### src/rtl/riscv_branch_predictor.sv
// Direct-mapped branch predictor: one table entry per index holding a valid
// bit, a tag, a 2-bit saturating direction counter and a branch target.
// Lookups return a registered prediction one cycle later; updates arrive
// from the execute stage and train or allocate entries. The table is built
// from flops so that an asynchronous reset can clear it at once.
module riscv_branch_predictor #(
  parameter int WIDTH = 32,
  parameter int IDX_W = 4,
  parameter int TAG_W = 8
) (
  input  logic             clk,
  input  logic             rst_n,
  input  logic             lookup_valid,
  input  logic [WIDTH-1:0] lookup_pc,
  output logic             pred_valid,
  output logic             pred_hit,
  output logic             pred_taken,
  output logic [WIDTH-1:0] pred_target,
  input  logic             upd_valid,
  input  logic [WIDTH-1:0] upd_pc,
  input  logic             upd_taken,
  input  logic [WIDTH-1:0] upd_target,
  input  logic             upd_pred_taken,
  input  logic             flush,
  output logic             mispredict,
  output logic [15:0]      mispred_cnt
);

  localparam int ENTRIES = 1 << IDX_W;

  // Index and tag fields; bits [1:0] of the PC never take part.
  logic [IDX_W-1:0] lk_idx;
  logic [TAG_W-1:0] lk_tag;
  logic [IDX_W-1:0] up_idx;
  logic [TAG_W-1:0] up_tag;

  assign lk_idx = lookup_pc[IDX_W+1:2];
  assign lk_tag = lookup_pc[IDX_W+TAG_W+1:IDX_W+2];
  assign up_idx = upd_pc[IDX_W+1:2];
  assign up_tag = upd_pc[IDX_W+TAG_W+1:IDX_W+2];

  // PC bits outside the index/tag fields are intentionally ignored.
  logic unused_pc_bits;
  assign unused_pc_bits = ^{lookup_pc, upd_pc};

  // Flattened view of every entry, used by the lookup and update read ports.
  logic [ENTRIES-1:0] ent_valid;
  logic [TAG_W-1:0]   ent_tag [ENTRIES];
  logic [1:0]         ent_ctr [ENTRIES];
  logic [WIDTH-1:0]   ent_tgt [ENTRIES];

  // Update-side tag check against the current (pre-write) contents.
  logic upd_hit;
  assign upd_hit = ent_valid[up_idx] && (ent_tag[up_idx] == up_tag);

  // Lookup-side tag check, also against pre-write contents (read-before-write).
  logic lk_hit;
  assign lk_hit = ent_valid[lk_idx] && (ent_tag[lk_idx] == lk_tag);

  genvar gi;
  generate
    for (gi = 0; gi < ENTRIES; gi++) begin : g_entry
      logic             valid_q, valid_d;
      logic [TAG_W-1:0] tag_q, tag_d;
      logic [1:0]       ctr_q, ctr_d;
      logic [WIDTH-1:0] tgt_q, tgt_d;
      logic             upd_sel;

      assign upd_sel = upd_valid && (up_idx == IDX_W'(gi));

      // Entry next state: flush wins, then hit training, then taken-miss allocation.
      always_comb begin
        valid_d = valid_q;
        tag_d   = tag_q;
        ctr_d   = ctr_q;
        tgt_d   = tgt_q;
        if (flush) begin
          valid_d = 1'b0;
        end else if (upd_sel) begin
          if (upd_hit) begin
            if (upd_taken) begin
              if (ctr_q != 2'b11) ctr_d = ctr_q + 2'd1;
              tgt_d = upd_target;
            end else begin
              if (ctr_q != 2'b00) ctr_d = ctr_q - 2'd1;
            end
          end else if (upd_taken) begin
            valid_d = 1'b1;
            tag_d   = up_tag;
            ctr_d   = 2'b10;
            tgt_d   = upd_target;
          end
        end
      end

      // Entry storage; reset leaves entries invalid and weakly not-taken.
      always_ff @(posedge clk or negedge rst_n) begin
        if (!rst_n) begin
          valid_q <= 1'b0;
          tag_q   <= '0;
          ctr_q   <= 2'b01;
          tgt_q   <= '0;
        end else begin
          valid_q <= valid_d;
          tag_q   <= tag_d;
          ctr_q   <= ctr_d;
          tgt_q   <= tgt_d;
        end
      end

      assign ent_valid[gi] = valid_q;
      assign ent_tag[gi]   = tag_q;
      assign ent_ctr[gi]   = ctr_q;
      assign ent_tgt[gi]   = tgt_q;
    end
  endgenerate

  // Prediction registers; they hold their last value when no lookup is issued.
  logic             pred_valid_q;
  logic             pred_hit_q, pred_hit_d;
  logic             pred_taken_q, pred_taken_d;
  logic [WIDTH-1:0] pred_target_q, pred_target_d;

  // Prediction next state from the addressed entry.
  always_comb begin
    pred_hit_d    = pred_hit_q;
    pred_taken_d  = pred_taken_q;
    pred_target_d = pred_target_q;
    if (lookup_valid) begin
      pred_hit_d    = lk_hit;
      pred_taken_d  = lk_hit && ent_ctr[lk_idx][1];
      pred_target_d = lk_hit ? ent_tgt[lk_idx] : '0;
    end
  end

  // Prediction output registers.
  always_ff @(posedge clk or negedge rst_n) begin
    if (!rst_n) begin
      pred_valid_q  <= 1'b0;
      pred_hit_q    <= 1'b0;
      pred_taken_q  <= 1'b0;
      pred_target_q <= '0;
    end else begin
      pred_valid_q  <= lookup_valid;
      pred_hit_q    <= pred_hit_d;
      pred_taken_q  <= pred_taken_d;
      pred_target_q <= pred_target_d;
    end
  end

  // Mispredict detection is independent of flush so dropped updates still count.
  logic        mispredict_q, mispredict_d;
  logic [15:0] cnt_q, cnt_d;

  // Mispredict pulse and saturating counter next state.
  always_comb begin
    mispredict_d = upd_valid && (upd_taken ^ upd_pred_taken);
    cnt_d        = cnt_q;
    if (mispredict_q && (cnt_q != 16'hFFFF)) cnt_d = cnt_q + 16'd1;
  end

  // Mispredict registers.
  always_ff @(posedge clk or negedge rst_n) begin
    if (!rst_n) begin
      mispredict_q <= 1'b0;
      cnt_q        <= '0;
    end else begin
      mispredict_q <= mispredict_d;
      cnt_q        <= cnt_d;
    end
  end

  assign pred_valid  = pred_valid_q;
  assign pred_hit    = pred_hit_q;
  assign pred_taken  = pred_taken_q;
  assign pred_target = pred_target_q;
  assign mispredict  = mispredict_q;
  assign mispred_cnt = cnt_q;

endmodule

### config.mk
export PLATFORM = sky130hd
export DESIGN_NAME = riscv_branch_predictor
export DESIGN_NICKNAME = d
export VERILOG_FILES = /design/src/rtl/riscv_branch_predictor.sv
export SDC_FILE = /design/constraint.sdc
export NUM_CORES = 1
export LEC_CHECK = 0
export CAP_MARGIN = 20
export CORE_ASPECT_RATIO = 1.5
export CORE_MARGIN = 8
export CORE_UTILIZATION = 60
export DETAILED_ROUTE_END_ITERATION = 7
export PLACE_DENSITY = 0.89
export SYNTH_ARGS = -nofsm -noshare
export SYNTH_HDL_FRONTEND = slang
export SYNTH_SLANG_ARGS = --single-unit
### constraint.sdc
create_clock -name clk -period 3.32 [get_ports clk]
set_input_delay 0.332 -clock clk [delete_from_list [all_inputs] [get_ports clk]]
set_output_delay 0.332 -clock clk [all_outputs]
set_load 0.005 [all_outputs]
# == Word-level counts from Yosys, hierarchy flattened ==
# Index checks and enable logic that the tools add are counted.
# op_classes
addsub,33
n_lt_le_gt_ge,4
n_eq_ne,51
n_mux,116
n_bitwise,5
reduce_logical,136
# op_table
op,count
2-bit two-way mux,67
32-bit binary-select mux with 4-bit select,1
2-bit nonzero test,50
32-bit two-way mux,3
3-bit AND reduction,32
5-bit AND reduction,16
8-bit binary-select mux with 4-bit select,2
4-bit AND reduction,16
3-bit by 2-bit != test with 1-bit output (second input constant),16
1-bit two-way mux,36
2-bit != test (second input constant),17
2-bit by 1-bit adder with 2-bit output (second input constant),16
4-bit == test (second input constant),8
8-bit two-way mux,4
2-bit by 1-bit subtractor with 2-bit output (second input constant),16
1-bit logical AND,21
16-bit by 1-bit adder with 16-bit output (second input constant),1
4-bit by 3-bit == test with 1-bit output (second input constant),4
8-bit == test,2
16-bit != test (second input constant),1
5-bit greater-or-equal comparator (second input constant),2
4-bit by 5-bit < comparator with 1-bit output (second input constant),2
4-bit NOT with 5-bit output,2
1-bit binary-select mux with 4-bit select,2
other kinds (6),8
# totals
regBits,740
in_bits,103
output_inout_bits,52
elab_cells,415

# == Logic depth before layout (Yosys ltp) ==
# Gate-level depths: netlist of the first run.
# logic_depth
word_depth,9
mapped_depth,12
mapped_depth_nobuf,7

# == Worst setup path before layout of the first run ==
# Ideal clock, no wire load.
# synth_path
path_type,input to register
startpoint,input port lookup_pc[2]
endpoint,"register pred_target_q[10], in the netlist pred_target[10]"
setup_ns,0.141
arrival_time_ns,2.932
required_ns,3.179
path_slack_ns,0.247
cell_stages,9
n_path_buf,5
cell_sequence,buf_2 buf_2 clkbuf_1 clkbuf_1 buf_2 mux4_2 mux4_2 inv_1 o22ai_1
# synth_via
elab_chain_len,7
word_cells_on_any_way,12
classes_between,1 x eq/ne; 9 x mux; 1 x bitwise; 1 x reduce/logical
# synth_lines
element,line,rtl
"start, declared",14,"input logic [WIDTH-1:0] lookup_pc,"
4-bit NOT with 5-bit output (implied by the code),"58, 132",
8-bit binary-select mux with 4-bit select,58,assign lk_hit = ent_valid[lk_idx] && (ent_tag[lk_idx] == lk_tag);
8-bit two-way mux (implied by the code) (2 in series),58,
8-bit == test,58,
1-bit logical AND,58,
32-bit two-way mux (*),132,pred_target_d = lk_hit ? ent_tgt[lk_idx] : '0;
"end signal, assigned",147,pred_target_q <= pred_target_d;
"end, declared",122,"logic [WIDTH-1:0] pred_target_q, pred_target_d;"
# Every way passes the cells marked *; elsewhere a longest branch is shown, timed or not. The select of a mux whose other input is x is not followed.
# A chain may end at the register's enable or synchronous reset.

# == Worst setup path after layout of the first run ==
# layout_path
startpoint,register g_entry[13].tag_q[2]
endpoint,register g_entry[11].tag_q[2]
# layout_via
elab_chain_len,7
# layout_lines
element,line,rtl
"start, declared",64,"logic [TAG_W-1:0] tag_q, tag_d;"
"start signal, assigned",105,tag_q <= tag_d;
8-bit binary-select mux with 4-bit select,54,assign upd_hit = ent_valid[up_idx] && (ent_tag[up_idx] == up_tag);
8-bit two-way mux (implied by the code) (2 in series),54,
8-bit == test,54,
1-bit logical AND,54,
1-bit NOT (no source line),n/a,
4-bit AND reduction (no source line),n/a,
"end signal, assigned",105,
"end, declared",64,
# No other way between the ends. The select of a mux whose other input is x is not followed.

==> results.tsv, run 1 <==
stage	metric	value	unit
logic_synthesis	dominant_combinational_cell_family_by_area_after_synthesis	multiplexers	
logic_synthesis	synth-compound-area-share	3.17	%
floorplanning	die_h	311	um
min_path	worst_hold_check_path_type	input port to register	
layout	postLayoutCellArea	40100	sq um
layout	nFillCells	3500	
drt	initialDrtViolationCount	1849	
drt	drt-total-wl	88400	um
grt	grt_overflow	0	
logic_synthesis	synthMuxAreaShare	37.4	%
worst_setup_path	slowest_delay	510	ps
logic_synthesis	synth-adder-area-share	0.0359	%
floorplanning	die_area	66300	sq um
layout	area_of_combinational_cells_with_multiple_inputs	15300	sq um
drt	antenna_violating_nets_post_route	0	
power_and_ir_drop	power.density_cell_area	557	nW/um^2
power_and_ir_drop	leakagePower	0.0184	uW
logic_synthesis	yosys_warnings	0	
sta	tightestPinTransition	864	ps
worst_setup_path	worst-setup-path-type	register to register	
sta	final-max-slew-violation-count	0	
grt	first_global_vias	24000	
placement	io_buffers	114	
layout	syn2layout_area_growth	14.8	%
layout	mostFrequentLayoutCell	dfrtp_1	
clocking	tritoncts	yes	
sta	relative_slew_slack	42.4	%
drt	via_count	21300	
grt	grt_start_max_net_pins	95	
layout	final_cell_mix	724 x dfrtp_1, 623 x mux2_2, 240 x mux4_2	
grt	met1_usage	33.0	%
placement	dpl_worst_slack	-159	ps
floorplanning	coreArea	57700	sq um
logic_synthesis	synthesized_netlist_cell_count	2254	
clocking	cts.reportedPaths.clkPinSlew	70	ps
logic_synthesis	post_synth_instance_area	34900	sq um
logic_synthesis	synth-edff-count	0	
grt	wire_length_of_the_first_global_routing_pass	140000	um
placement	dp.cells	3085	
layout	final_layout_size_suffix_gt1_share	48.6	%
layout	final_cells	3219	
worst_setup_path	setup.worst_path.end	g_entry[11].tag_q[2]	
sta	setup_viol	0	
worst_setup_path	cp_cell_sequence	mux4_1, mux2_2, nor4b_2, nor4_2, buf_4, nor4_4, buf_12, a21oi_4, buf_4, mux2_1	
logic_synthesis	netlist_top_cells_area	dfrtp_1 52%, mux2_2 20%, mux4_2 15%	
sta	grt_setup_unrepaired	false	
drt	detail_route.vias_per_cell	6.61	
clocking	cts_num_sinks	740	
layout	finalCoreUtilization	69.5	%
clocking	clk-insertion-delay-late	630	ps
floorplanning	initial_core_util	60.5	%
floorplanning	fp.dieW	213	um
grt	busiest_layer	met2	
floorplanning	fp-row-count	108	
worst_setup_path	setup.reg_to_reg.worst_slack	290	ps
worst_setup_path	crit_required	3810	ps
worst_setup_path	cpMostUsedCell	buf_4	
placement	finalWeightedCongestion	0.854	
clocking	clk_root_buffer_cell	clkbuf_16	
floorplanning	io-pin-count	155	
placement	detailed_place_hpwl	53500	um
logic_synthesis	postSynth.topFlopCell	dfrtp_1	
logic_synthesis	synth_top_cell_by_area	dfrtp_1	
worst_setup_path	critPathSlowestCell	mux4_1	
sta	final_cycle_utilization_of_the_critical_path	91.1	%
worst_setup_path	reg_to_reg_critical_path_startpoint	g_entry[13].tag_q[2]	
logic_synthesis	library_cells_used_by_synthesis	54	
worst_setup_path	worst-path-max-fanout	16	
worst_setup_path	rr_endpoint	g_entry[11].tag_q[2]	
sta	final_ws_setup	294	ps
logic_synthesis	syn_area_per_cell	15.5	sq um
grt	initial_antenna_violation_count	7	
logic_synthesis	synth.top_cell.area_share	51.9	%
worst_setup_path	worstSetupEndpointType	register	
logic_synthesis	synth_fp_nets	2358	
drt	drt-wirelength-per-cell	27.5	um
sta	setup_tns	0	ps
clocking	cts-root-to-sink-buffers	3	
flow_run	max_cap_viol_count	0	
sta	final_hold_violation_count	0	
worst_setup_path	timing.critical_path.arrival	3510	ps
status	run_status	finished, final reports clean	
sta	layout_min_cycle_time	3030	ps
grt	grt_use_met2	45.5	%
worst_setup_path	worstSetupStartpoint	g_entry[13].tag_q[2]	
grt	global_route.usage.total	27.4	%
drt	drcViolationCount	0	
logic_synthesis	synth-seq-cells	740	
logic_synthesis	asr_flop_ratio_synth	100	%
grt	grt_use_met3	4.85	%
worst_setup_path	timing.reg2reg.worst_path_depth	10	
power_and_ir_drop	worst_ir_drop_vdd	429	uV
logic_synthesis	synth_xor_xnor_area_share	0.753	%
layout	seqCellArea	18500	sq um
layout	nNetsFinal	2492	
clocking	cts_made_buffers	70	
placement	placedInstanceArea	37700	sq um
drt	detailedRoute.firstPassIterationCount	5	
sta	achievable-frequency	330	MHz
sta	finClkSkew	24.7	ps
clocking	cts.htree.levels	3	
logic_synthesis	synth-simple-area-share	2.39	%
logic_synthesis	seq_area_frac_synth	53.1	%
worst_setup_path	startpoint_type	register	
==> per-layer routing <==
metal  vias to the layer above  wire length [um]
li1                       8720                 -
met1                     11300             32300
met2                       910             44700
met3                       366              5630
met4                         4              5720
met5                         -                27
==> stage by stage <==
stage,hold slack (ps),power (uW)
4_1_cts,278,22400
3_5_place_dp,449,14100
3_3_place_gp,441,13800
6_report,298,22300
5_1_grt,300,23100
2_1_floorplan,36.4,12900
==> synthesized netlist by cell type, types with 2 or more instances <==
cell type,count
dfrtp_1,724
mux2_2,623
mux4_2,240
clkbuf_1,137
inv_1,88
nand2_1,52
nand3_1,39
o22ai_1,33
buf_2,27
nor2_1,25
mux2i_1,22
xnor2_1,19
o21ai_0,17
a21o_1,16
dfstp_2,16
mux2_4,16
o31ai_1,16
o311ai_0,15
a31oi_1,14
buf_1,11
xor2_1,11
and2_1,9
a21oi_1,7
a21oi_4,7
nand4_1,7
and3_1,6
a21oi_2,5
mux4_1,5
a21boi_4,4
a32oi_1,4
mux2_1,4
nor2b_1,4
buf_6,3
nor3b_1,3
nor4_4,3
nor3_1,2
nor4_2,2
o31a_1,2
==> cells by family (layout without fill, tap and decap cells) <==
family,count (synthesis),count (layout)
DFF,740,740
muxes,910,910
adders and majority gates,1,1
buffers and inverters,270,458
other,0,7
xor gates and xnor gates,30,30
AOI/OAI and AO/OA,144,144
and+or+nand+nor,159,159
==> worst min-delay path by stage <==
stage	start	end	slack [ps]	cells past startpoint
2_1_floorplan	rst_n	g_entry[0].ctr_q[1]	40	0
3_3_place_gp	rst_n	g_entry[0].tag_q[1]	440	1
3_5_place_dp	rst_n	g_entry[5].tag_q[1]	450	1
4_1_cts	lookup_valid	pred_valid	280	2
5_1_grt	lookup_valid	pred_valid	300	2
6_report	lookup_valid	pred_valid	300	2
==> power breakdown <==
part / switching (uW) / internal [uW]
clock: 3610 / 4690
sequential: 720 / 10100
combinational: 1290 / 1890
total: 5620 / 16700
==> sequential cells by signal, summed over array words and instances, names as in the netlist <==
register and count:
pred_hit 1, pred_valid 1, g_entry.tag_q 128, mispred_cnt 16
pred_target 32, pred_taken 1, g_entry.tgt_q 512, g_entry.valid_q 16
g_entry.ctr_q 32, mispredict 1
==> critical path: cells and delay by family (launching register included) <==
family	cells	cell delay, ps
buffers and inverters	3	590
DFF	1	430
AOI/OAI and AO/OA	1	80
and+or+nand+nor	3	650
muxes	3	1140
==> final cells by class <==
cell class | count | share of cell area, %
Sequential cell | 740 | 46.3
Multi-Input combinational cell | 1244 | 38.2
Timing Repair Buffer | 243 | 6.32
Clock buffer | 95 | 5.09
Tap cell | 770 | 2.40
Clock inverter | 31 | 0.868
Inverter | 89 | 0.834
Antenna cell | 7 | 0.0437
==> repair_timing <==
item | 4_1_cts | 5_1_grt
hold buffers | 1 | 0
resized for setup | 0 | 0
setup endpoints to repair | 0 | 0
hold endpoints to repair | 77 | 0
buffers inserted | 0 | 0
Note: power is estimated with default switching activity, not from simulation.
==> inputs of run 2 (changes only) <==
Settings changed: PLACE_DENSITY 0.89 to 0.84.
==> results.tsv, run 2 (synthesis gave the netlist of run 1 again) <==
stage	metric	value	unit
clocking	cts.htree.levels	3	
worst_setup_path	startpoint_type	register	
layout	final_cells	3198	
power_and_ir_drop	total_power	22500	uW
clocking	cts_repair_resize_count	0	
drt	antenna_violating_nets_post_route	0	
sta	layout_min_cycle_time	3130	ps
worst_setup_path	worstSetupEndpointType	register	
grt	wire_length_of_the_first_global_routing_pass	138000	um
flow_run	max_cap_viol_count	0	
drt	routed_wl_met2	45000	um
placement	dpl_worst_slack	-276	ps
sta	relative_slew_slack	38.6	%
worst_setup_path	worst-path-max-fanout	16	
power_and_ir_drop	power.density_cell_area	563	nW/um^2
layout	largest_register_ff_count	512	
drt	drt-total-wl	86400	um
clocking	post-cts-setup-buffers	0	
sta	setup_viol	0	
floorplanning	coreArea	57700	sq um
grt	global_route.usage.total	27.0	%
placement	io_buffers	114	
drt	route.layer.met1.wl	32200	um
worst_setup_path	crit_required	3780	ps
grt	first_global_vias	23300	
layout	nNetsFinal	2474	
grt	initial_antenna_violation_count	5	
worst_setup_path	timing.critical_path.arrival	3590	ps
clocking	cts_num_sinks	740	
drt	drcViolationCount	0	
drt	initialDrtViolationCount	1910	
floorplanning	fp-row-count	108	
drt	routed.top_layer	met5	
drt	detailedRoute.firstPassIterationCount	7	
sta	final_hold_violation_count	0	
floorplanning	io-pin-count	155	
floorplanning	die_h	311	um
drt	met3_wirelength	5260	um
clocking	clk_root_buffer_cell	clkbuf_16	
layout	syn2layout_area_growth	14.6	%
sta	final-max-slew-violation-count	0	
placement	finalWeightedCongestion	0.848	
sta	achievable-frequency	319	MHz
floorplanning	fp.dieW	213	um
layout	nFillCells	3645	
grt	grt_start_max_net_pins	97	
clocking	clk-insertion-delay-late	620	ps
power_and_ir_drop	worst_ir_drop_vdd	384	uV
layout	final_cell_mix	724 x dfrtp_1, 623 x mux2_2, 240 x mux4_2	
grt	grt_overflow	0	
sta	tightestPinTransition	921	ps
power_and_ir_drop	leakagePower	0.0184	uW
clocking	cts-root-to-sink-buffers	3	
drt	drt-wirelength-per-cell	27.0	um
layout	biggestRegsByFlops	g_entry.tgt_q x512, g_entry.tag_q x128	
placement	detailed_place_hpwl	51200	um
status	run_status	finished, final reports clean	
drt	detail_route.vias_per_cell	6.53	
sta	final_cycle_utilization_of_the_critical_path	94.3	%
sta	grt_setup_unrepaired	false	
min_path	worst_hold_check_path_type	input port to register	
clocking	tritoncts	yes	
layout	regMostFlops	g_entry.tgt_q	
sta	final_ws_setup	189	ps
layout	seqCellArea	18500	sq um
sta	finClkSkew	15.9	ps
layout	final_layout_size_suffix_gt1_share	48.3	%
floorplanning	die_area	66300	sq um
layout	mostFrequentLayoutCell	dfrtp_1	
drt	via_count	20900	
clocking	cts_made_buffers	70	
clocking	cts.reportedPaths.clkPinSlew	60	ps
layout	area_of_combinational_cells_with_multiple_inputs	15300	sq um
placement	dp.cells	3067	
floorplanning	initial_core_util	60.5	%
layout	finalCoreUtilization	69.3	%
worst_setup_path	worst-setup-path-type	register to register	
-- run 2: cell types whose count changed in the layout (fill, tap and decap cells not counted), sizes merged --
| cell | delta |
|---|---|
| clkbuf | -1 |
| clkinv | -6 |
| bufinv | +5 |
| buf | -18 |
| diode | -4 |
| clkinvlp | +3 |
-- run 2: worst paths after layout --
path / from / endpoint / slack [ps] / cells past startpoint
max: g_entry[7].tag_q[2] / g_entry[10].ctr_q[1] / 190 / 11
min: lookup_valid / pred_valid / 300 / 2
max reg2reg: g_entry[7].tag_q[2] / g_entry[10].ctr_q[1] / 190 / 11
min reg2reg: mispred_cnt[5] / mispred_cnt[5] / 500 / 1
max in group asynchronous: rst_n / g_entry[15].tgt_q[3] / 1870 / 3
min in group asynchronous: rst_n / g_entry[8].tag_q[1] / 370 / 2
-- run 2: power breakdown --
part / switching (uW) / internal [uW] / leakage, uW / total, uW
clock: 3540 / 5040 / 0.00120 / 8580
combinational: 1250 / 1880 / 0.00739 / 3140
sequential: 686 / 10100 / 0.00980 / 10800
-- run 2: layer usage --
layer	vias up	GRT usage, %
met5	-	0
met3	240	4.68
met2	747	46.2
li1	8668	-
met4	6	11.9
met1	11200	33.1
-- run 2: final cells by class --
type / count / share of cell area, %
well taps: 770 / 2.41
clock buffers: 94 / 5.09
inverters: 89 / 0.835
flip-flops and latches: 740 / 46.3
multi-input cells: 1244 / 38.3
repair buffers: 225 / 5.96
clock inverters: 33 / 1.09
diodes: 3 / 0.0188
-- run 2: worst max-delay path, stage by stage, from the launching register on --
cell and delay (ps):
dfrtp_1 410, mux4_1 550, mux2_2 310, nor4b_2 250, nor4_2 70, buf_4 160, nor4_4 280, buf_12 210
buf_4 190, and2_0 230, buf_12 180, a32oi_1 120
-- run 2: stage by stage --
stage	hold slack [ps]	TNS [ps]	cell area (sq um)
after detailed placement	466	-25940	37500
after floorplan	36.4	0	34900
after global routing	317	0	40000
final	305	0	40000
after global placement	467	-17880	37500
after CTS	288	0	40000
-- run 2: timing repair --
action,CTS,global route
endpoints found under the hold margin,82,0
hold buffers,1,0
endpoints found under the setup margin,0,0
==> inputs of run 3 (changes only) <==
Settings changed: SETUP_SLACK_MARGIN set to 0.3.
==> results.tsv, run 3 (synthesis gave the netlist of run 1 again) <==
stage	metric	value	unit
drt	initialDrtViolationCount	1829	
worst_setup_path	reg_to_reg_critical_path_startpoint	g_entry[7].tag_q[2]	
sta	achievable-frequency	334	MHz
layout	nFillCells	3644	
drt	drcViolationCount	0	
worst_setup_path	cp_cell_sequence	mux4_1, mux2_2, and4b_1, nor4_4, nor4_4, buf_12, a21oi_2, buf_12, mux2_2	
layout	finalCoreUtilization	69.7	%
worst_setup_path	critPathSlowestCell	mux4_1	
floorplanning	die_h	311	um
drt	antenna_violating_nets_post_route	0	
worst_setup_path	timing.reg2reg.worst_path_depth	9	
layout	nNetsFinal	2482	
sta	worst_hold_margin	137	ps
worst_setup_path	timing.critical_path.arrival	3480	ps
drt	detailedRoute.firstPassIterationCount	7	
min_path	worst_hold_check_path_type	input port to register	
placement	placedInstanceArea	37600	sq um
power_and_ir_drop	combPwrFrac	13.9	%
layout	largest_register_ff_count	512	
worst_setup_path	setup.reg_to_reg.worst_slack	320	ps
sta	layout_min_cycle_time	3000	ps
worst_setup_path	slowest_delay	520	ps
drt	via_count	20800	
worst_setup_path	crit_required	3800	ps
worst_setup_path	setup.worst_path.end	g_entry[6].tag_q[5]	
clocking	cts_num_sinks	740	
clocking	cts.htree.levels	3	
drt	drt-total-wl	86500	um
sta	setup_viol	0	
clocking	cts.reportedPaths.clkPinSlew	70	ps
power_and_ir_drop	clk_network_pwr_share	38.2	%
worst_setup_path	rr_endpoint	g_entry[6].tag_q[5]	
drt	drt-wirelength-per-cell	27.0	um
power_and_ir_drop	total_switching_power	5470	uW
power_and_ir_drop	swShare	24.2	%
sta	final_hold_violation_count	0	
status	run_status	finished, final reports clean	
sta	setup_tns	0	ps
placement	finalWeightedCongestion	0.861	
layout	postLayoutCellArea	40200	sq um
grt	wire_length_of_the_first_global_routing_pass	137000	um
grt	global_route.usage.total	26.8	%
worst_setup_path	worst-path-max-fanout	16	
layout	regMostFlops	g_entry.tgt_q	
grt	grt_overflow	0	
layout	biggestRegsByFlops	g_entry.tgt_q x512, g_entry.tag_q x128	
power_and_ir_drop	internal_power	17100	uW
layout	final_layout_size_suffix_gt1_share	48.6	%
layout	syn2layout_area_growth	15.2	%
floorplanning	coreArea	57700	sq um
clocking	clk_root_buffer_cell	clkbuf_16	
grt	first_global_vias	23200	
layout	final_cell_mix	724 x dfrtp_1, 623 x mux2_2, 240 x mux4_2	
worst_setup_path	worstSetupEndpointType	register	
clocking	tritoncts	yes	
clocking	cts-root-to-sink-buffers	3	
power_and_ir_drop	leakagePower	0.0185	uW
worst_setup_path	worstSetupStartpoint	g_entry[7].tag_q[2]	
power_and_ir_drop	power.sequential.fraction	47.9	%
flow_run	max_cap_viol_count	0	
sta	tightestPinTransition	772	ps
floorplanning	fp-row-count	108	
layout	final_cells	3207	
placement	detailed_place_hpwl	52500	um
worst_setup_path	worst-setup-path-type	register to register	
floorplanning	fp.dieW	213	um
worst_setup_path	startpoint_type	register	
power_and_ir_drop	worst_ir_drop_vdd	529	uV
sta	finClkSkew	21.0	ps
clocking	clk-insertion-delay-late	620	ps
placement	io_buffers	114	
sta	grt_setup_unrepaired	true	
sta	relative_slew_slack	48.4	%
sta	final-max-slew-violation-count	0	
floorplanning	initial_core_util	60.5	%
drt	detail_route.vias_per_cell	6.50	
grt	grt_start_max_net_pins	148	
clocking	cts_made_buffers	70	
grt	initial_antenna_violation_count	4	
power_and_ir_drop	power.density_cell_area	562	nW/um^2
floorplanning	die_area	66300	sq um
floorplanning	io-pin-count	155	
placement	dp.cells	3074	
layout	mostFrequentLayoutCell	dfrtp_1	
sta	final_cycle_utilization_of_the_critical_path	90.2	%
## run 3: cell count changes in the layout (fill, tap and decap cells not counted), sizes merged
cell      delta
clkinvlp     -3
diode        -1
clkbuf       +3
inv          -4
clkinv       +6
buf          +8
## run 3: what timing repair did
action / in CTS / in global routing
endpoints found under the setup margin: 145 / 159
setup buffers: 1 / 0
gates resized for setup: 3 / 7
hold buffers: 1 / 0
hold endpoints to repair: 49 / 0
gates cloned: 0 / 0
pin swaps: 2 / 0
## run 3: power by group through the flow
stage,Clock (uW),Combinational [uW],Sequential (uW)
floorplan,0,2250,10700
global placement,0,2980,10800
detailed placement,0,3140,11000
CTS,8760,3170,10800
global route,9110,3380,10900
finish,8630,3150,10800
## run 3: worst min-delay path by stage
| stage | slack, ps | cells after the start | startpoint | to |
|---|---|---|---|---|
| final | 140 | 3 | upd_taken | mispredict |
| after floorplan | 40 | 0 | rst_n | g_entry[0].ctr_q[1] |
| after global routing | 120 | 3 | upd_taken | mispredict |
| after global placement | 340 | 1 | rst_n | g_entry[9].tag_q[4] |
| after detailed placement | 340 | 1 | rst_n | g_entry[12].tag_q[4] |
| after CTS | 100 | 3 | upd_taken | mispredict |
## run 3: metrics by stage
stage | setup WS (ps) | power (uW)
detailed placement | -170 | 14100
global route | 269 | 23400
floorplan | 313 | 12900
CTS | 285 | 22700
global placement | -114 | 13800
finish | 325 | 22600
## run 3: metal layers
| layer | share of wire (%) | global-route usage (%) | vias up |
|---|---|---|---|
| met1 | 38 | 33.0 | 11200 |
| met4 | 4.6 | 12.9 | 6 |
| met5 | 0.047 | 0 | - |
| met2 | 52 | 45.6 | 708 |
| met3 | 5.4 | 4.29 | 232 |
| li1 | - | - | 8699 |
## run 3: cell type report
cell class / count / area (sq um) / area share (%)
sequential: 740 / 18500 / 46.1
clock buffer: 97 / 2090 / 5.19
tap: 770 / 963 / 2.40
inverter: 89 / 334 / 0.831
multi-input combinational: 1244 / 15300 / 38.2
antenna: 2 / 5.00 / 0.0124
clock inverter: 32 / 425 / 1.06
timing repair buffer: 233 / 2510 / 6.25
## run 3: worst max-delay path: cells and delay by family (launching register included)
| kind | cells | cell delay, ps |
|---|---|---|
| flops | 1 | 410 |
| mux | 3 | 1150 |
| simple gates | 3 | 700 |
| compound gates | 1 | 210 |
| buf+inv | 2 | 360 |
